==> src/rtl/cache_pkg.sv <==
// Shared widths and controller state encoding for the direct-mapped cache datapath.
package cache_pkg;

    localparam int TAG_W  = 9;
    localparam int IDX_W  = 3;
    localparam int DATA_W = 32;
    localparam int ADDR_W = TAG_W + IDX_W;

    typedef enum logic [2:0] {
        IDLE   = 3'd0,
        LOOKUP = 3'd1,
        MEM_RD = 3'd2,
        FILL   = 3'd3,
        MEM_WR = 3'd4,
        DONE   = 3'd5
    } ctrl_state_t;

endpackage

==> src/rtl/cache_controller_sat_counter.sv <==
// Saturating up-counter used for the hit and miss statistics.
module sat_counter #(
    parameter int W = 16
) (
    input  logic         clk,
    input  logic         rst_n,
    input  logic         inc,
    output logic [W-1:0] count
);

    logic [W-1:0] cnt_q;

    // Increment on request, holding at all-ones instead of wrapping.
    always_ff @(posedge clk or negedge rst_n) begin
        if (!rst_n) begin
            cnt_q <= '0;
        end else if (inc && (cnt_q != {W{1'b1}})) begin
            cnt_q <= cnt_q + {{(W-1){1'b0}}, 1'b1};
        end
    end

    assign count = cnt_q;

endmodule

==> src/rtl/cache_controller.sv <==
// Sequencing FSM for a write-through, no-write-allocate direct-mapped cache.
module cache_controller #(
    parameter int TAG_W  = 9,
    parameter int IDX_W  = 3,
    parameter int DATA_W = 32,
    parameter int CNT_W  = 16
) (
    input  logic                   clk,
    input  logic                   rst_n,
    input  logic                   cpu_req,
    input  logic                   cpu_we,
    input  logic [TAG_W+IDX_W-1:0] cpu_addr,
    input  logic [DATA_W-1:0]      cpu_wdata,
    output logic                   cpu_busy,
    output logic                   cpu_done,
    output logic [DATA_W-1:0]      cpu_rdata,
    output logic                   cpu_hit,
    output logic [IDX_W-1:0]       cache_index,
    output logic [TAG_W-1:0]       cache_tag_in,
    output logic [DATA_W-1:0]      cache_data_in,
    output logic                   cache_write,
    input  logic                   cache_valid,
    input  logic [TAG_W-1:0]       cache_tag_out,
    input  logic [DATA_W-1:0]      cache_data_out,
    output logic [TAG_W+IDX_W-1:0] mem_addr,
    output logic [DATA_W-1:0]      mem_wdata,
    output logic                   mem_write,
    input  logic [DATA_W-1:0]      mem_rdata,
    output logic [CNT_W-1:0]       hit_count,
    output logic [CNT_W-1:0]       miss_count
);

    import cache_pkg::*;

    localparam int AW = TAG_W + IDX_W;

    ctrl_state_t       state_q;
    logic [AW-1:0]     addr_q;
    logic              we_q;
    logic [DATA_W-1:0] wdata_q;
    logic [DATA_W-1:0] rdata_q;
    logic              hit_q;
    logic              hit_s;
    logic              lookup_s;
    logic              fill_s;

    assign hit_s    = cache_valid && (cache_tag_out == addr_q[AW-1:IDX_W]);
    assign lookup_s = (state_q == LOOKUP);
    assign fill_s   = (state_q == FILL);

    // Request latch, state sequencing and the registered CPU read results.
    always_ff @(posedge clk or negedge rst_n) begin
        if (!rst_n) begin
            state_q <= IDLE;
            addr_q  <= '0;
            we_q    <= 1'b0;
            wdata_q <= '0;
            rdata_q <= '0;
            hit_q   <= 1'b0;
        end else begin
            case (state_q)
                IDLE: begin
                    if (cpu_req) begin
                        addr_q  <= cpu_addr;
                        we_q    <= cpu_we;
                        wdata_q <= cpu_wdata;
                        state_q <= LOOKUP;
                    end
                end
                LOOKUP: begin
                    hit_q <= hit_s;
                    if (we_q) begin
                        state_q <= MEM_WR;
                    end else if (hit_s) begin
                        rdata_q <= cache_data_out;
                        state_q <= DONE;
                    end else begin
                        state_q <= MEM_RD;
                    end
                end
                MEM_RD:  state_q <= FILL;
                FILL: begin
                    rdata_q <= mem_rdata;
                    state_q <= DONE;
                end
                MEM_WR:  state_q <= DONE;
                DONE:    state_q <= IDLE;
                default: state_q <= IDLE;
            endcase
        end
    end

    // A write hit updates the line in the same cycle it is detected.
    assign cache_write   = (lookup_s && we_q && hit_s) || fill_s;
    assign cache_data_in = fill_s ? mem_rdata : wdata_q;
    assign cache_index   = addr_q[IDX_W-1:0];
    assign cache_tag_in  = addr_q[AW-1:IDX_W];
    assign mem_addr      = addr_q;
    assign mem_wdata     = wdata_q;
    assign mem_write     = (state_q == MEM_WR);
    assign cpu_busy      = (state_q != IDLE);
    assign cpu_done      = (state_q == DONE);
    assign cpu_rdata     = rdata_q;
    assign cpu_hit       = hit_q;

    sat_counter #(.W(CNT_W)) u_hit_cnt (
        .clk   (clk),
        .rst_n (rst_n),
        .inc   (lookup_s && hit_s),
        .count (hit_count)
    );

    sat_counter #(.W(CNT_W)) u_miss_cnt (
        .clk   (clk),
        .rst_n (rst_n),
        .inc   (lookup_s && !hit_s),
        .count (miss_count)
    );

endmodule

==> config.mk <==
export PLATFORM = sky130hd
export DESIGN_NAME = cache_controller
export DESIGN_NICKNAME = d
export VERILOG_FILES = /design/src/rtl/cache_pkg.sv /design/src/rtl/cache_controller_sat_counter.sv /design/src/rtl/cache_controller.sv
export SDC_FILE = /design/constraint.sdc
export NUM_CORES = 1
export LEC_CHECK = 0
export CAP_MARGIN = 20
export CORE_MARGIN = 3
export CORE_UTILIZATION = 38
export DETAILED_ROUTE_END_ITERATION = 6
export MAX_ROUTING_LAYER = met4
export PLACE_DENSITY = 0.76
export SLEW_MARGIN = 20
export SYNTH_ARGS = -nofsm -noshare
export SYNTH_HDL_FRONTEND = slang
export SYNTH_SLANG_ARGS = --single-unit
==> constraint.sdc <==
create_clock -name clk -period 2.9 [get_ports clk]
set_clock_uncertainty 0.2 [all_clocks]
set_input_delay 0.435 -clock clk [delete_from_list [all_inputs] [get_ports clk]]
set_output_delay 0.435 -clock clk [all_outputs]
set_load 0.01 [all_outputs]
-- Word-level counts from Yosys, hierarchy flattened
Cells that the tools add are included.
W data, S select, Z words.
- latch bits: 0
- memories: 0
- memory bits (writable): 0
- output and inout port bits: 157
- register bits after elaboration: 113
- bits in read-only memories: 0
- shift operators: 0
- equal/unequal tests: 11
- $lt $le $gt $ge: 0
- multiplexer cells: 8
- reductions and logical operators: 15
- multiply operators: 0
- bitwise operators: 0
- divide/modulo/power cells: 0
- add/sub/neg operators: 2
- operator list (cell ; number):
    $mux W32 ; 3
    $pmux W32 S2 ; 1
    $add A16 B1 Y16 const B ; 2
    $ne A16 B16 Y1 const B ; 2
    $pmux W3 S4 ; 1
    $eq A9 B9 Y1 ; 1
    $mux W3 ; 3
    $logic_and A1 B1 Y1 ; 7
    $eq A3 B2 Y1 const B ; 2
    $eq A3 B3 Y1 const B ; 2
    $ne A2 B2 Y1 const B ; 3
    $eq A3 B1 Y1 const B ; 1
    $logic_not A3 Y1 ; 1
    $reduce_and A3 Y1 ; 1
    $reduce_bool A3 Y1 ; 1
    $reduce_and A2 Y1 ; 1
    $reduce_bool A2 Y1 ; 1
    $reduce_or A2 Y1 ; 1
    $logic_not A1 Y1 ; 1
    $logic_or A1 B1 Y1 ; 1

-- Longest topological paths before layout
Gate-level depths: netlist of the first run.
- depth after elaboration: 5
- mapped depth: 8
- gate-level depth less buffers: 6

-- Modules after synthesis
Synthesis of the first run repeated with hierarchy kept, for this count alone.
- cells, all modules: 630
- area total of the unflattened synthesis: 6307.3 µm²
- modules (own cells, without submodules) (module ; instances ; cells each ; area an instance (µm²)):
    cache_controller ; 1 ; 486 ; 4588.2
    sat_counter ; 2 ; 72 ; 859.6

-- Worst setup path before layout of the first run
OpenSTA, ideal clock, no wires.
- kind: register -> output
- from: register addr_q[10] (netlist: mem_addr[10])
- to: output cache_write
- data arrival time: 1736 ps
- required time: 2265 ps
- path slack: 529 ps
- cell stages (with the launch flop): 8
- cells stage by stage: dfrtp_1 > xor2_1 > nor4_1 > and3_4 > buf_6 > buf_2 > nand3_1 > nand2_1
- cells in the longest elaborated chain, start to end: 4
- ends and longest elaborated chain (what ; line ; source):
    from (decl) ; cache_controller.sv:38 ; logic [AW-1:0] addr_q;
    from (signal assigned) ; cache_controller.sv:64 ; addr_q <= cpu_addr;
    $eq A9 B9 Y1 ; cache_controller.sv:47 ; assign hit_s = cache_valid && (cache_tag_out == addr_q[AW-1:IDX_W]);
    $logic_and A1 B1 Y1 ; cache_controller.sv:47 ;
    $logic_and A1 B1 Y1 ; cache_controller.sv:94 ; assign cache_write = (lookup_s && we_q && hit_s) || fill_s;
    $logic_or A1 B1 Y1 ; cache_controller.sv:94 ;
    to (decl) ; cache_controller.sv:21 ; output logic cache_write,
Every way passes these cells.

-- Final worst setup path of the first run
- from: register state_q[0]
- to: output cache_data_in[25]
- cells in the longest elaborated chain, start to end: 2
- ends and longest elaborated chain (what ; line ; source):
    from (decl) ; cache_controller.sv:37 ; ctrl_state_t state_q;
    from (signal assigned) ; cache_controller.sv:54 ; state_q <= IDLE;
    from (signal assigned) ; cache_controller.sv:67 ; state_q <= LOOKUP;
    from (signal assigned) ; cache_controller.sv:73 ; state_q <= MEM_WR;
    $eq A3 B2 Y1 ; cache_controller.sv:49 ; assign fill_s = (state_q == FILL);
    $mux W32 ; cache_controller.sv:95 ; assign cache_data_in = fill_s ? mem_rdata : wdata_q;
    to (decl) ; cache_controller.sv:20 ; output logic [DATA_W-1:0] cache_data_in,
Every way passes these cells.

==> impl_metrics.ini, run 1 <==
[detailed_routing]
ant_nets = 0
post_drt_wl_per_cell_microns = 19.1
finalWirelength_mm = 18.6
dr.pass1.iters = 7
dr_total_vias = 5010
drc = 0
drtIter0Drc = 320
post_drt_via_cell_ratio = 5.13

[final_layout]
antenna-diode-count = 0
finish.net_count = 910
fillerInstances = 1072
final_cell_mix = 274 x sky130_fd_sc_hd__clkdlybuf4s50_1, 112 x sky130_fd_sc_hd__dfrtp_1, 81 x sky130_fd_sc_hd__nand2_1
layout-area-overhead-vs-synth_pct = 64.7
final_common_cell = sky130_fd_sc_hd__clkdlybuf4s50_1
drive_gt1_share_pct = 17.7

[logic_synthesis]
netlist_area_sq_mm = 0.00560
synth-xor-area-share_pct = 6.10
ys_seq_area_share_pct = 50.5
synth.top_cell.area_share_pct = 50.5
yosysUniqueCellTypes = 50
synthFlopType = sky130_fd_sc_hd__dfrtp_1
ys_seq_elements = 113
synth_simple_gate_area_share_pct = 18.7
synth_enable_flop_cells = 0
synth_adder_area_share_pct = 0.447
synth_compound_area_share_pct = 4.02
ys.warnings.count = 0
post_synth.cell_area_avg_sq_um = 11.0
post_synth_main_area_contributors = sky130_fd_sc_hd__dfrtp_1 50%, sky130_fd_sc_hd__mux2_2 14%, sky130_fd_sc_hd__nand2_1 5.5%
asyncSetResetFlopFracSynth_pct = 100
main_combinational_cell_family_by_area_after_synthesis = simple AND/OR/NAND/NOR gates
syn-instance-count = 509
muxShareOfSynthArea_pct = 15.9
cell_type_contributing_the_most_total_cell_area_after_synthesis = sky130_fd_sc_hd__dfrtp_1
synthesis.nets = 633

[timing]
fmax_mhz = 355
hold_viol = 0
postLayoutSetupSlackWorst_ps = 80.0
setup_tns_ps = 0
post-route-period-util_pct = 97.2
timing.max_slew.rel_slack_pct = 62.7
post_route_minimum_period_ps = 2820
worst_margin_slew_ps = 557
timing_max_transition_violations_final = 0
report.final.setup_viol = 0
rsz0062_at_grt = false

[outcome]
status = complete, no violations

[clock_tree]
clock_path_buffers = 2
ctsRootBufferMaster = sky130_fd_sc_hd__clkbuf_16
insertion_delay_ps = 410
clock_tree_from_tritoncts = yes
cts-buffers-inserted = 17
htree_levels = 4
cts.sinks = 113
clk_pin_slew_worst_paths_ps = 50

[pwr]
cellLeakagePower_uw = 0.00389
vdd.ir_drop.worst_uv = 607
power.density_cell_area_mw_per_mm2 = 1040

[place]
gp_congestion = 0.902
post-place-ws_ps = -158
detailed_place_hpwl_mm = 14.1
portBuffers = 278

[critical_path]
timing.critical_path.arrival_ps = 2180
critical_path_cell_by_cell = nor2b_4 -> nand2_4 -> buf_12 -> mux2_2 -> clkdlybuf4s50_1
critical_path.max_fanout = 30
worst_setup_path_end_kind = output pin
crit_path_max_incr_delay_ps = 480
critPathKind = flip-flop to output pin
crit_path_top_delay_cell = sky130_fd_sc_hd__clkdlybuf4s50_1
cp-startpoint = state_q[0]
critical_path.reg2reg.endpoint = u_hit_cnt.count[11]
setup.reg_to_reg.worst_slack_ps = 420
rr_worst_depth = 6
timing.critical_path.from_type = flip-flop
timing.critical_path.required_ps = 2270
rr_startpoint = state_q[2]

[global_routing]
grt_overflow = 0
number_of_antenna_violations_at_the_first_check_in_global_routing = 0
grt_util_all_layers_pct = 23.4
global_route_wire_length_before_repair_mm = 28.6
first_global_vias = 5100
grt_start_max_net_pins = 70

[min_path]
holdCritPathClass = flip-flop to flip-flop
whs_endpoint = u_miss_cnt.count[5]
min_delay_path_depth = 1
min-delay-start = u_miss_cnt.count[5]

[floorplan]
fp.dieW_microns = 127
coreArea_sq_mm = 0.0141
rows = 43
start_util_pct = 39.6
floorplan.io_pins = 279
die-height_microns = 127
die_area_sq_mm = 0.0162

[run]
number_of_max_cap_violations = 0
==> layout make-up <==
cell class | instances | area [sq um] | share of cell area (%)
clock buffer | 26 | 529 | 5.74
clock inverter | 4 | 95.1 | 1.03
inverter | 2 | 7.51 | 0.0814
multi-input combinational | 354 | 2550 | 27.6
sequential | 113 | 2830 | 30.7
tap | 180 | 225 | 2.44
timing repair buffer | 298 | 2990 | 32.4
==> synthesized netlist by cell type, drive strengths merged, types with 2 or more instances <==
library cell	instances
nand4	12
nor2	40
nor4b	2
buf	29
mux2	79
ha	2
a31oi	32
xor2	32
or3	2
inv	2
or4	2
nand2	82
nand3b	2
dfrtp	113
nor4	12
nor3b	2
nand2b	4
clkbuf	11
and3	3
and4	3
nand3	10
xnor2	7
and2	4
nor3	11
==> power breakdown <==
group	total, uW	switching (uW)	internal [uW]	leakage, uW
clock	2190	691	1500	0.000308
combinational	4550	1840	2710	0.00224
sequential	2830	584	2240	0.00134
==> sequential cells by signal, summed over array words and instances (netlist names) <==
name and flops:
cpu_hit 1, u_miss_cnt.count 16, u_hit_cnt.count 16, mem_wdata 32
we_q 1, mem_addr 12, state_q 3, cpu_rdata 32
==> metal layers <==
layer,up-vias,track usage (%),share of wire [%]
met5,-,-,0
met4,0,7.19,1.5
met3,21,6.06,6.5
met2,205,39.3,53
met1,2450,27.5,39
li1,2334,-,-
==> worst max-delay path by stage <==
stage	end
after global placement	cache_write
after floorplan	cache_write
after detailed placement	cache_write
after global routing	cache_data_in[25]
final	cache_data_in[25]
after CTS	cache_data_in[25]
==> cell families after synthesis <==
kind of cell / Yosys count
AO/OA/AOI/OAI: 36
XOR/XNOR: 39
adder cells (fa/ha/maj): 2
buffers and inverters: 42
flip-flops: 113
multiplexers: 79
AND/OR/NAND/NOR: 198
==> critical path: cells and delay by family, from the launching register on <==
kind | cells | cell delay (ps)
mux | 1 | 380
buf+inv | 2 | 670
flops | 1 | 430
simple gates | 2 | 260
==> what timing repair did <==
action	4_1_cts	5_1_grt
setup endpoints to repair	29	30
setup buffers	2	0
pin swaps	1	1
resized for setup	3	5
hold endpoints to repair	31	0
hold buffers	1	0
==> metrics by stage <==
step	instances	hold WS, ps	total power [uW]	cell area [sq um]	utilization, %
final	977	290	9570	9230	65.2
after global routing	977	315	10100	9230	65.2
after CTS	977	298	9650	9220	65.2
after detailed placement	944	213	7390	8570	60.6
after global placement	944	209	7290	8570	60.6
after floorplan	509	-60.6	4770	5600	-
No activity file was read; power rests on OpenSTA's default activity.
==> run 2: changes to the inputs <==
CORE_MARGIN = unset   (was 3)
CTS_CLUSTER_DIAMETER = 30   (was unset)
==> impl_metrics.ini, run 2 (same netlist as run 1, synthesis figures left out) <==
[critical_path]
critPathKind = flip-flop to output pin
timing.critical_path.required_ps = 2270
timing.critical_path.from_type = flip-flop
critical_path.max_fanout = 23
worst_setup_path_end_kind = output pin
timing.critical_path.arrival_ps = 2220

[place]
portBuffers = 278
placement.cell_area_sq_mm = 0.00858
gp_congestion = 0.804
detailed_place_hpwl_mm = 13.1
dp_cell_count = 950

[timing]
timing.max_slew.rel_slack_pct = 60.4
report.final.setup_viol = 0
fmax_mhz = 350
post_route_minimum_period_ps = 2860
rsz0062_at_grt = true
timing_max_transition_violations_final = 0
timing.hold.ws_ps = 288
hold_viol = 0
setup_tns_ps = 0
worst_margin_slew_ps = 591
post-route-period-util_pct = 98.6

[clock_tree]
cts-buffers-inserted = 17
insertion_delay_ps = 410
postCtsSetupRepairBufs = 0
clk_pin_slew_worst_paths_ps = 60
cts.sinks = 113
htree_levels = 4
clock_path_buffers = 2
ctsRootBufferMaster = sky130_fd_sc_hd__clkbuf_16
clock_tree_from_tritoncts = yes

[outcome]
status = complete, no violations

[run]
number_of_max_cap_violations = 0

[detailed_routing]
finalWirelength_mm = 18.0
dr_total_vias = 4950
drtIter0Drc = 220
post_drt_via_cell_ratio = 5.04
drc = 0
dr.pass1.iters = 5
post_drt_wl_per_cell_microns = 18.3
ant_nets = 0

[final_layout]
layout-area-overhead-vs-synth_pct = 63.7
drive_gt1_share_pct = 18.0
finish.net_count = 911
antenna-diode-count = 0
final_cell_mix = 270 x sky130_fd_sc_hd__clkdlybuf4s50_1, 111 x sky130_fd_sc_hd__dfrtp_1, 81 x sky130_fd_sc_hd__nand2_1
seq_area_sq_mm = 0.00283
final_common_cell = sky130_fd_sc_hd__clkdlybuf4s50_1
post-route-util_pct = 63.3
postLayoutCellArea_sq_mm = 0.00917
final_cells = 982
fillerInstances = 1151
multi_input_gate_area_sq_mm = 0.00255

[global_routing]
grt_start_max_net_pins = 58
grt_util_all_layers_pct = 23.9
first_global_vias = 4915
global_route_wire_length_before_repair_mm = 26.4
number_of_antenna_violations_at_the_first_check_in_global_routing = 0
grt_overflow = 0

[pwr]
cellLeakagePower_uw = 0.00388
power.density_cell_area_mw_per_mm2 = 1010
vdd.ir_drop.worst_uv = 603

[floorplan]
die_area_sq_mm = 0.0152
rows = 44
fp.dieW_microns = 123
coreArea_sq_mm = 0.0145
floorplan.io_pins = 279
die-height_microns = 123
start_util_pct = 38.7

[min_path]
holdCritPathClass = input port to asynchronous set/reset pin
run 2: power by group:
part / internal, uW / switching (uW)
clock network: 1150 / 733
logic: 2720 / 1830
registers: 2240 / 596
total: 6120 / 3160
run 2: worst paths after layout:
kind                       startpoint                   to  slack, ps  cells past startpoint
max in group asynchronous       rst_n        cpu_rdata[16]       1470                      3
max reg2reg                state_q[1]  u_hit_cnt.count[11]        420                      5
max                        state_q[0]     cache_data_in[9]         40                      5
min reg2reg                   cpu_hit              cpu_hit        290                      2
min                             rst_n  u_hit_cnt.count[12]        290                      2
min in group clk              cpu_hit              cpu_hit        290                      2
run 2: what timing repair did:
item                       CTS  global route
pin swaps                    1             0
hold endpoints to repair    26             0
resized for setup            8             7
cloned                       0             1
hold buffers                 1             0
setup endpoints to repair   33            30
run 2: metal layers:
layer,vias to the layer above,routed length [microns],track usage (%)
met5,-,0,-
met4,0,383,9.11
met1,2416,7340,28.1
li1,2323,-,-
met2,183,9180,38.8
met3,28,1100,6.73
run 2: stage by stage:
| step | setup slack (ps) | total power (uW) |
|---|---|---|
| 3_3_place_gp | -222 | 7280 |
| 4_1_cts | -5.10 | 9310 |
| 3_5_place_dp | -192 | 7380 |
| 6_report | 40.0 | 9280 |
| 5_1_grt | -39.9 | 9770 |
| 2_1_floorplan | 529 | 4770 |
run 2: cell type report:
| type | instances | share of cell area (%) |
|---|---|---|
| Timing Repair Buffer | 299 | 33.0 |
| Sequential cell | 113 | 30.9 |
| Multi-Input combinational cell | 354 | 27.9 |
| Clock buffer | 18 | 4.68 |
| Tap cell | 184 | 2.51 |
| Clock inverter | 12 | 1.05 |
| Inverter | 2 | 0.0819 |
run 2: worst max-delay path, stage by stage (launching register included):
cell and delay (ps):
sky130_fd_sc_hd__dfrtp_2 440, sky130_fd_sc_hd__nor2b_4 160, sky130_fd_sc_hd__nand2_4 140, sky130_fd_sc_hd__buf_6 230, sky130_fd_sc_hd__mux2_2 350, sky130_fd_sc_hd__clkdlybuf4s50_1 490
==> run 3: changes to the inputs <==
DONT_BUFFER_PORTS = 1   (was unset)
GPL_ROUTABILITY_DRIVEN = 0   (was unset)
PLACE_DENSITY = 0.52   (was 0.76)
SETUP_SLACK_MARGIN = 0.02   (was unset)
==> impl_metrics.ini, run 3 (same netlist as run 1, synthesis figures left out) <==
[floorplan]
die-height_microns = 123
coreArea_sq_mm = 0.0145
floorplan.io_pins = 279
fp.dieW_microns = 123
die_area_sq_mm = 0.0152
start_util_pct = 38.7
rows = 44

[critical_path]
crit_path_max_incr_delay_ps = 570
critical_path.max_fanout = 32
endpoint = cpu_rdata[4]
cp-startpoint = mem_addr[11]
critPathKind = flip-flop to flip-flop
critical_path_cell_by_cell = xor2_1 -> nor4_4 -> and4_1 -> buf_12 -> nand2_1 -> a31oi_1 -> dlygate4sd3_1
worst-path-buf-inv = 2
timing.critical_path.arrival_ps = 2890
rr_startpoint = mem_addr[11]
cp_top_family = simple AND/OR/NAND/NOR gates
rr_worst_depth = 7
timing.critical_path.required_ps = 3050
setup.reg_to_reg.worst_slack_ps = 150
worst_setup_path_end_kind = flip-flop
critical_path.reg2reg.endpoint = cpu_rdata[4]
timing.critical_path.depth = 7
crit_path_top_delay_cell = sky130_fd_sc_hd__dlygate4sd3_1
timing.critical_path.from_type = flip-flop

[detailed_routing]
ant_nets = 0
post_drt_via_cell_ratio = 5.36
drc = 0
post_drt_wl_per_cell_microns = 18.9
dr_total_vias = 4302
dr.pass1.iters = 5
finalWirelength_mm = 15.2
drtIter0Drc = 199

[final_layout]
fillerInstances = 1278
final_cell_mix = 113 x sky130_fd_sc_hd__dfrtp_1, 105 x sky130_fd_sc_hd__dlygate4sd3_1, 81 x sky130_fd_sc_hd__nand2_1
final_common_cell = sky130_fd_sc_hd__dfrtp_1
layout-area-overhead-vs-synth_pct = 33.0
finish.net_count = 729
antenna-diode-count = 0
drive_gt1_share_pct = 21.7

[clock_tree]
htree_levels = 4
ctsRootBufferMaster = sky130_fd_sc_hd__clkbuf_16
cts-buffers-inserted = 17
clk_pin_slew_worst_paths_ps = 50
ctsHoldBuffers = 105
clock_path_buffers = 2
insertion_delay_ps = 410
cts.sinks = 113
clock_tree_from_tritoncts = yes

[timing]
post-route-period-util_pct = 94.7
rsz0062_at_grt = false
timing_max_transition_violations_final = 0
timing.hold.ws_ps = -481
report.final.setup_viol = 0
timing.max_slew.rel_slack_pct = 59.1
setup_tns_ps = 0
fmax_mhz = 364
postLayoutSetupSlackWorst_ps = 153
post_route_minimum_period_ps = 2750
worst_margin_slew_ps = 611
hold_viol = 113

[min_path]
holdCritPathClass = input port to asynchronous set/reset pin

[global_routing]
first_global_vias = 4259
global_route_wire_length_before_repair_mm = 22.1
grt_overflow = 0
number_of_antenna_violations_at_the_first_check_in_global_routing = 0
grt_start_max_net_pins = 114
grt_util_all_layers_pct = 20.2

[pwr]
cellLeakagePower_uw = 0.00318
power_switching_uw = 2800
power.density_cell_area_mw_per_mm2 = 1050
p_seq_share_pct = 42.0
intPower_uw = 5010
switching_share_pct = 35.9
p_comb_share_pct = 29.9
vdd.ir_drop.worst_uv = 486
clock_power_share_pct = 28.1

[outcome]
status = finished, violations left
violations = negative hold slack

[place]
portBuffers = 0
post-place-ws_ps = 410
detailed_place_hpwl_mm = 9.73

[run]
number_of_max_cap_violations = 0
==> run 3: changes by cell type in the layout (fill, tap and decap cells not counted), sizes merged <==
| cell | change |
|---|---|
| and3 | +1 |
| buf | -9 |
| bufinv | +3 |
| clkbuf | +2 |
| clkdlybuf4s50 | -270 |
| clkinv | -3 |
| clkinvlp | -1 |
| dlygate4sd2 | -4 |
| dlygate4sd3 | +104 |
| dlymetal6s2s | -3 |
==> run 3: power by group through the flow <==
stage                     Sequential [uW]  Combinational, uW  Clock [uW]
after floorplan                      3000               1770           0
after global placement               3290               1830           0
after detailed placement             3300               1870           0
after CTS                            3280               2280        2230
after global routing                 3400               2550        2310
final                                3280               2340        2190
==> run 3: worst min path at each step <==
stage / from / cells after the start / slack [ps] / endpoint
finish: rst_n / 0 / -480 / mem_wdata[14]
floorplan: rst_n / 0 / -60 / cpu_hit
global placement: rst_n / 0 / -60 / mem_wdata[14]
global route: rst_n / 0 / -500 / mem_wdata[14]
CTS: rst_n / 0 / -500 / mem_wdata[14]
detailed placement: rst_n / 0 / -60 / mem_wdata[14]
==> run 3: area by class of cell <==
type / count / area (sq um) / area share [%]
clock buffers: 21 / 460 / 6.18
clock inverters: 11 / 160 / 2.15
inverters: 2 / 7.51 / 0.101
multi-input cells: 355 / 2570 / 34.5
flip-flops and latches: 113 / 2830 / 38.0
well taps: 184 / 230 / 3.09
repair buffers: 116 / 1200 / 16.1
==> run 3: timing repair <==
item,in CTS,in global routing
pin swaps,0,3
hold endpoints to repair,191,113
gates cloned,0,1
buffers inserted,0,3
gates resized for setup,1,2
setup endpoints to repair,1,35
==> run 3: layer usage <==
layer | track usage [%] | vias up | share of wire (%)
li1 | - | 1959 | -
met1 | 24.3 | 2156 | 43
met2 | 32.1 | 168 | 50
met3 | 5.44 | 19 | 6.1
met4 | 7.98 | 0 | 1.6
met5 | - | - | 0
==> run 3: through the flow <==
stage	cells	instance area [sq um]	utilization, %	power [uW]	hold slack, ps
floorplan	509	5600	-	4770	-60.6
global placement	661	5730	39.6	5120	-58.6
detailed placement	661	5730	39.6	5170	-59.0
CTS	798	7410	51.2	7790	-502
global route	802	7450	51.4	8260	-504
finish	802	7450	51.4	7810	-481
==> run 3: worst register-to-register path, stage by stage, from the launching register on <==
cell and delay (ps):
sky130_fd_sc_hd__dfrtp_1 480, sky130_fd_sc_hd__xor2_1 230, sky130_fd_sc_hd__nor4_4 400, sky130_fd_sc_hd__and4_1 320
sky130_fd_sc_hd__buf_12 210, sky130_fd_sc_hd__nand2_1 90, sky130_fd_sc_hd__a31oi_1 180, sky130_fd_sc_hd__dlygate4sd3_1 570
